**config.mk**
```make
export PLATFORM = sky130hd
export DESIGN_NAME = ula_datapath_flat
export DESIGN_NICKNAME = d
export VERILOG_FILES = /design/src/rtl/ula_datapath_if.sv /design/src/rtl/ula_datapath.sv /design/src/flat_wrapper.sv
export SDC_FILE = /design/constraint.sdc
export NUM_CORES = 1
export LEC_CHECK = 0
export ABC_AREA = 0
export CELL_PAD_IN_SITES_DETAIL_PLACEMENT = 0
export CELL_PAD_IN_SITES_GLOBAL_PLACEMENT = 1
export CORE_MARGIN = 4
export CORE_UTILIZATION = 35
export DETAILED_ROUTE_END_ITERATION = 16
export GPL_TIMING_DRIVEN = 0
export PLACE_DENSITY_LB_ADDON = 0.12
export RECOVER_POWER = 50
export SETUP_SLACK_MARGIN = 0.02
export SLEW_MARGIN = 20
export SYNTH_ARGS = -nofsm -noshare
export SYNTH_HDL_FRONTEND = slang
export SYNTH_SLANG_ARGS = --single-unit
```
**constraint.sdc**
```tcl
create_clock -name clk -period 2.1 [get_ports clk]
set_input_delay 0.315 -clock clk [delete_from_list [all_inputs] [get_ports clk]]
set_output_delay 0.315 -clock clk [all_outputs]
set_load 0.005 [all_outputs]
```
**src/rtl/ula_datapath_if.sv**
```systemverilog
// Bus bundle for ula_datapath: data/control inputs and the combinational ALU outputs.
// With ULA_DATAPATH_ZERO_FLAG_EN defined, the bundle also carries zero_flag.
interface ula_datapath_if #(
  parameter int unsigned WIDTH = 4
);
  logic [WIDTH-1:0] dados;
  logic             sel21;
  logic             sel12;
  logic [2:0]       operacao;
  logic [WIDTH-1:0] resultado;
  logic             carry_out;
`ifdef ULA_DATAPATH_ZERO_FLAG_EN
  logic             zero_flag;

  modport master (
    output dados, sel21, sel12, operacao,
    input  resultado, carry_out, zero_flag
  );
  modport slave (
    input  dados, sel21, sel12, operacao,
    output resultado, carry_out, zero_flag
  );
`else
  modport master (
    output dados, sel21, sel12, operacao,
    input  resultado, carry_out
  );
  modport slave (
    input  dados, sel21, sel12, operacao,
    output resultado, carry_out
  );
`endif
endinterface

```
**src/rtl/ula_datapath.sv**
```systemverilog
// Accumulator slice: register <- mux(dados, resultado), demux to ALU A/B, combinational ALU.
// Optional ULA_DATAPATH_ZERO_FLAG_EN adds zero_flag (resultado == 0).
module ula_datapath #(
  parameter int unsigned WIDTH = 4
) (
  input  logic           clk,
  input  logic           reset,
  ula_datapath_if.slave  bus
);

  localparam logic [WIDTH:0] ONE = {{WIDTH{1'b0}}, 1'b1};

  typedef enum logic [2:0] {
    OP_ADD = 3'b000,
    OP_SUB = 3'b001,
    OP_AND = 3'b010,
    OP_OR  = 3'b011,
    OP_XOR = 3'b100,
    OP_NOT = 3'b101,
    OP_INC = 3'b110,
    OP_DEC = 3'b111
  } op_t;

  logic [WIDTH-1:0] acc;
  logic [WIDTH-1:0] mux_out;
  logic [WIDTH-1:0] op_a;
  logic [WIDTH-1:0] op_b;
  logic [WIDTH-1:0] res;
  logic             carry;
  logic [WIDTH:0]   wide;
  op_t              op;

  always_comb mux_out = bus.sel21 ? res : bus.dados;

  always_ff @(posedge clk or negedge reset) begin
    if (!reset) acc <= '0;
    else        acc <= mux_out;
  end

  always_comb begin
    op_a = bus.sel12 ? '0  : acc;
    op_b = bus.sel12 ? acc : '0;
  end

  // Arithmetic runs one bit wider; for SUB/DEC the extra bit is a borrow, so carry is its inverse.
  always_comb begin
    op    = op_t'(bus.operacao);
    wide  = '0;
    carry = 1'b0;
    case (op)
      OP_ADD: begin
        wide  = {1'b0, op_a} + {1'b0, op_b};
        carry = wide[WIDTH];
      end
      OP_SUB: begin
        wide  = {1'b0, op_a} - {1'b0, op_b};
        carry = ~wide[WIDTH];
      end
      OP_AND: wide = {1'b0, op_a & op_b};
      OP_OR:  wide = {1'b0, op_a | op_b};
      OP_XOR: wide = {1'b0, op_a ^ op_b};
      OP_NOT: wide = {1'b0, ~op_a};
      OP_INC: begin
        wide  = {1'b0, op_a} + ONE;
        carry = wide[WIDTH];
      end
      OP_DEC: begin
        wide  = {1'b0, op_a} - ONE;
        carry = ~wide[WIDTH];
      end
      default: begin
        wide  = '0;
        carry = 1'b0;
      end
    endcase
    res = wide[WIDTH-1:0];
  end

  assign bus.resultado = res;
  assign bus.carry_out = carry;
`ifdef ULA_DATAPATH_ZERO_FLAG_EN
  assign bus.zero_flag = (res == '0);
`endif

endmodule

```
**src/flat_wrapper.sv**
```systemverilog
// flat-port wrapper written by rule: the top's interface ports become plain ports
module ula_datapath_flat 
#(
  parameter int unsigned WIDTH = 4
)
  (clk, reset, bus_dados, bus_sel21, bus_sel12, bus_operacao, bus_resultado, bus_carry_out);
  ula_datapath_if #(.WIDTH(WIDTH)) bus_i ();
  input  logic clk;
  input  logic reset;
  input wire logic [$bits(bus_i.dados)-1:0] bus_dados;
  input wire logic [$bits(bus_i.sel21)-1:0] bus_sel21;
  input wire logic [$bits(bus_i.sel12)-1:0] bus_sel12;
  input wire logic [$bits(bus_i.operacao)-1:0] bus_operacao;
  output wire logic [$bits(bus_i.resultado)-1:0] bus_resultado;
  output wire logic [$bits(bus_i.carry_out)-1:0] bus_carry_out;
  assign bus_i.dados = bus_dados;
  assign bus_i.sel21 = bus_sel21;
  assign bus_i.sel12 = bus_sel12;
  assign bus_i.operacao = bus_operacao;
  assign bus_resultado = bus_i.resultado;
  assign bus_carry_out = bus_i.carry_out;
  ula_datapath #(.WIDTH(WIDTH)) u_core (.clk(clk), .reset(reset), .bus(bus_i));
endmodule
```
-- Word-level counts from Yosys, hierarchy flattened
Cells that the tools add are included.
- add/subtract/negate cells: 4
- equality and inequality tests: 7
- multiplexer cells: 5
- bitwise logic cells: 6
- reductions and logical operators: 1
- operators with widths (kind ; count):
    case mux 4 bit (8 select lines) ; 1
    == test 3 bit (second input constant) ; 4
    two-way mux 4 bit ; 3
    == test 3 x 2 -> 1 bit (second input constant) ; 2
    adder 4 x 1 -> 5 bit (second input constant) ; 1
    adder 4 x 4 -> 5 bit ; 1
    subtractor 4 x 1 -> 5 bit (second input constant) ; 1
    subtractor 4 x 4 -> 5 bit ; 1
    AND 4 bit ; 1
    NOT 4 bit ; 1
    bitwise OR 4 bit ; 1
    case mux 1 bit (4 select lines) ; 1
    XOR 4 bit ; 1
    == test 3 x 1 -> 1 bit (second input constant) ; 1
    zero test 3 bit ; 1
    NOT 1 bit ; 2
- bits in registers: 4
- word-level logic and storage cells: 24

-- Longest topological paths before layout
- depth in word-level cells: 4
- mapped depth: 10
- mapped depth without buffers: 9

-- Least setup slack after synthesis
Ideal clock, no wire load.
- kind: reg-to-output
- from: reg u_core.acc[2]
- to: out bus_resultado[3]
- data arrival time: 1.911 ns
- slack: -0.126 ns
- cell stages (with the launch flop): 10
- buffers on the path: 2
- cell sequence: dfrtp_1 -> nor2b_1 -> buf_2 -> ha_1 -> clkbuf_1 -> o31ai_1 -> o31ai_1 -> a221o_1 -> nand2_1 -> nand2_1
- longest elaborated chain between the ends: 3
- ends and longest elaborated chain (what ; RTL line ; text):
    from (decl) ; ula_datapath.sv:24 ; logic [WIDTH-1:0] acc;
    from (signal assigned) ; ula_datapath.sv:37 ; else acc <= mux_out;
    two-way mux 4 bit (on tied branches) ; ula_datapath.sv:41, ula_datapath.sv:42 ;
    subtractor 4 x 1 -> 5 bit, or another cell as far along ; ula_datapath.sv:68 ; wide = {1'b0, op_a} - ONE;
    case mux 4 bit (8 select lines) * ; ula_datapath.sv:50 ; case (op)
    to (decl) ; flat_wrapper.sv:14 ; output wire logic [$bits(bus_i.resultado)-1:0] bus_resultado;
Mark *: on every way between the ends. The rest lies on a longest branch, timed or not.

-- Worst setup path after layout
Ends and elaborated chain as after synthesis.

==> impl_metrics.ini <==
[detailed_routing]
dr_total_vias = 1111
detail_route.iter0.violations = 41
drt_wl_total_mm = 3.19
drt_first_pass_iters = 4
detail_route.wl_per_cell_um = 16.0
drt_drc_violations_left = 0
detail-route-antenna-nets = 0
vias_per_cell = 5.58

[power]
power_frac_comb_pct = 75.5
seq_power_share_pct = 13.2
clk_pwr_share_pct = 11.3
netSwitchingPower_w = 0.000339
fin_total_pwr_w = 0.000844
internal-power_w = 0.000505
vdd_drop_max_mv = 0.490
power.static_leakage_nw = 0.729
pwr_density_cell_nw_per_um2 = 506
switching_share_pct = 40.2

[sta]
fin_worst_hold_slack_ns = 0.356
worst_clock_skew_ns = 0.00165
slew_headroom_pct = 51.4
setup_viol_count_final = 5
timing_worst_slew_pin_value_ns = 0.722
period_share_pct = 112
fin_ws_ns = -0.260
final_hold_viol_count = 0
final_max_slew_viol_count = 0
grt_setup_unrepaired = true
fin_crit_ns = 2.36
fmax_ghz = 0.424
setup_total_negative_slack_ns = -0.934

[yosys]
synth.distinct_cells = 46
synth.cell_area_um2 = 990
main_combinational_cell_family_by_area_after_synthesis = compound AO/OA/AOI/OAI gates
synth_cells = 129
yosysTopAreaCell = ha_1
yosys.area_share.xor_xnor_pct = 5.31
synth_fa_ha_area_share_pct = 18.5
ys.flop_type = dfrtp_1
number_of_flops_mapped_to_enable_cells_by_yosys = 0
postSynth.asyncResetShare_pct = 100
synth.ff_latch_count = 4
postSynthNetCount = 154
synth_top_area_share_pct = 16.4
synthSimpleGateAreaFrac_pct = 21.7
synth_compound_area_share_pct = 27.9
postSynthAreaPerCell_um2 = 7.67
synthTopCellsByArea = ha_1 16%, dfrtp_1 10%, xnor2_1 5.3%
yosysSeqAreaShare_pct = 10.1
yosysWarnings = 0
post_synth_mux_area_share_pct = 5.44

[cells_and_area]
n_antenna_cell = 0
area_growth_syn_to_layout_pct = 68.6
storage_element_area_um2 = 104
post_route_cells_drive_above_1_share_pct = 51.8
number_of_fill_cells = 227
reg.largest.list = u_core.acc x4
multi_input_area_um2 = 1030
largest_reg_flops = 4
largest-register = u_core.acc
final_core_utilization_pct = 61.1
final_area_um2 = 1670
nets = 195

[grt]
vias_in_the_first_global_route = 1129
grt_max_degree = 11
grt.total_usage_pct = 18.3
use_met3_pct = 1.89
global_route_wire_length_before_repair_mm = 5.22
grtUsageMet1_pct = 24.3
grt_use_met2_pct = 30.2
gr-total-overflow = 0
grt_antenna_before_repair = 0
grt_busiest_layer = met2

[status]
result_of_the_run = finished, violations left
failed_checks = negative setup slack

[setup_path]
cp_num_buf_inv = 3
worst_stage_delay_on_the_critical_path_ns = 0.43
path_common_cell = o31ai_4
r2r-end = u_core.acc[3]
setup.worst_path.start = u_core.acc[2]
cpMaxStageDelayCell = dfrtp_2
path_max_fanout = 7
reg2reg_from = u_core.acc[2]
worst_setup_path_end_kind = output pin
worst_r2r_path_depth = 13
path_class = reg2out
timing.critical_path.from_type = flip-flop
crit_path_cell_trace = buf_6, nand2_4, inv_2, ha_4, o31ai_4, o31ai_4, a221o_1, nand2_2, nand2_1, buf_2
critical_path_required_ns = 1.78
cp.arrival_ns = 2.04
flop2flop_setup_slack_ns = -0.07
capturing_element_of_the_worst_setup_path = bus_resultado[3]
crit_cells = 10
timing.critical_path.max_delay_family = compound AO/OA/AOI/OAI gates

[place]
gpl.final_weighted_congestion = 0.927
hpwlAfterDp_mm = 2.22
placed_cell_area_um2 = 1220
place.port_buffers = 15

[clock_tree]
cts.htree.levels = 1
clockBufferDepth = 2
clock-sinks = 4
cts_buffers = 3
cts.root.buffer_cell = clkbuf_4
insertion_delay_ns = 0.23
clkTransAtPathRegs_ns = 0.04
cts_tree = built

[floorplan]
initial_core_util_pct = 36.2
fp.dieH_um = 61.2
core_area_um2 = 2730
rows = 19
design.portCount = 16
die_x_um = 61.2
fp.dieArea_um2 = 3740

[run]
drv.max_cap_violation_count = 0

[hold_path]
holdCritPathClass = in2async
-- cell families (layout without fill, tap and decap cells) --
logic type,after synthesis,after routing
multiplexers,5,5
adder cells (fa/ha/maj),14,14
XOR/XNOR,6,6
AND/OR/NAND/NOR,39,39
AO/OA/AOI/OAI,38,38
flip-flops,4,4
buffers and inverters,23,62
-- cells in the final DEF (no fill, tap or decap), types with 4 or more instances in the layout --
cell / count
clkdlybuf4s50_1: 5
nand2b_4: 4
buf_6: 13
buf_2: 5
o21ai_0: 4
a21oi_1: 6
ha_1: 4
nand2_1: 5
inv_1: 7
nor2_1: 10
buf_4: 18
ha_4: 7
xnor2_1: 5
inv_2: 4
-- metrics by stage --
step,setup WS (ns),std cells
finish,-0.260,199
global route,-0.359,199
detailed placement,-1.25,175
global placement,-1.22,175
floorplan,0.00767,129
CTS,-0.288,199
-- power by group through the flow --
stage	clock [W]	combinational, W	sequential (W)
CTS	0.0000983	0.000576	0.000106
global route	0.000103	0.000689	0.000114
global placement	0	0.000410	0.000106
finish	0.0000952	0.000638	0.000111
floorplan	0	0.000280	0.0000993
detailed placement	0	0.000411	0.000105
-- worst register-to-register path: cells and delay by family (launching register included) --
family	cells	cell delay, ns
and+or+nand+nor	2	0.14
AOI/OAI and AO/OA	4	0.65
buffers and inverters	6	0.61
adders and majority gates	1	0.27
DFF	1	0.43
-- routing by layer --
metal | wire, um | share of wire (%)
met1 | 1410 | 44
met2 | 1570 | 49
met3 | 188 | 5.9
met4 | 18 | 0.56
met5 | 0 | 0
-- area by class of cell --
class,count,area share (%)
Multi-Input combinational cell,102,61.8
Timing Repair Buffer,40,20.9
Sequential cell,4,6.22
Buffer,6,4.12
Inverter,13,3.22
Tap cell,31,2.32
Clock buffer,3,1.35
-- cells in the mapped netlist, types with 2 or more instances --
| cell type | count |
|---|---|
| ha_1 | 13 |
| o22ai_1 | 3 |
| buf_4 | 2 |
| and2b_2 | 2 |
| a21oi_1 | 6 |
| or4_1 | 2 |
| o21ai_0 | 6 |
| clkbuf_1 | 3 |
| buf_2 | 4 |
| a22o_1 | 2 |
| a31oi_1 | 2 |
| nor2_1 | 10 |
| mux2_2 | 3 |
| xnor2_1 | 6 |
| o2111ai_1 | 2 |
| nand2_1 | 8 |
| dfrtp_1 | 4 |
| a221o_1 | 2 |
| o31ai_1 | 3 |
| nand2b_1 | 5 |
| mux2i_1 | 2 |
| and2_1 | 2 |
| nor2b_1 | 2 |
| inv_1 | 13 |
-- what timing repair did --
action,4_1_cts,5_1_grt
pin swaps,15,16
hold buffers,0,0
setup endpoints to repair,9,8
buffers inserted,24,4
resized for setup,84,25
-- worst min path at each step --
stage | from | end | slack, ns | depth (start not counted)
6_report | reset | u_core.acc[2] | 0.36 | 1
5_1_grt | reset | u_core.acc[2] | 0.36 | 1
4_1_cts | reset | u_core.acc[2] | 0.29 | 1
3_5_place_dp | reset | u_core.acc[0] | 0.54 | 1
3_3_place_gp | reset | u_core.acc[1] | 0.53 | 1
2_1_floorplan | reset | u_core.acc[0] | 0.02 | 0
(Power assumes the default switching activity.)
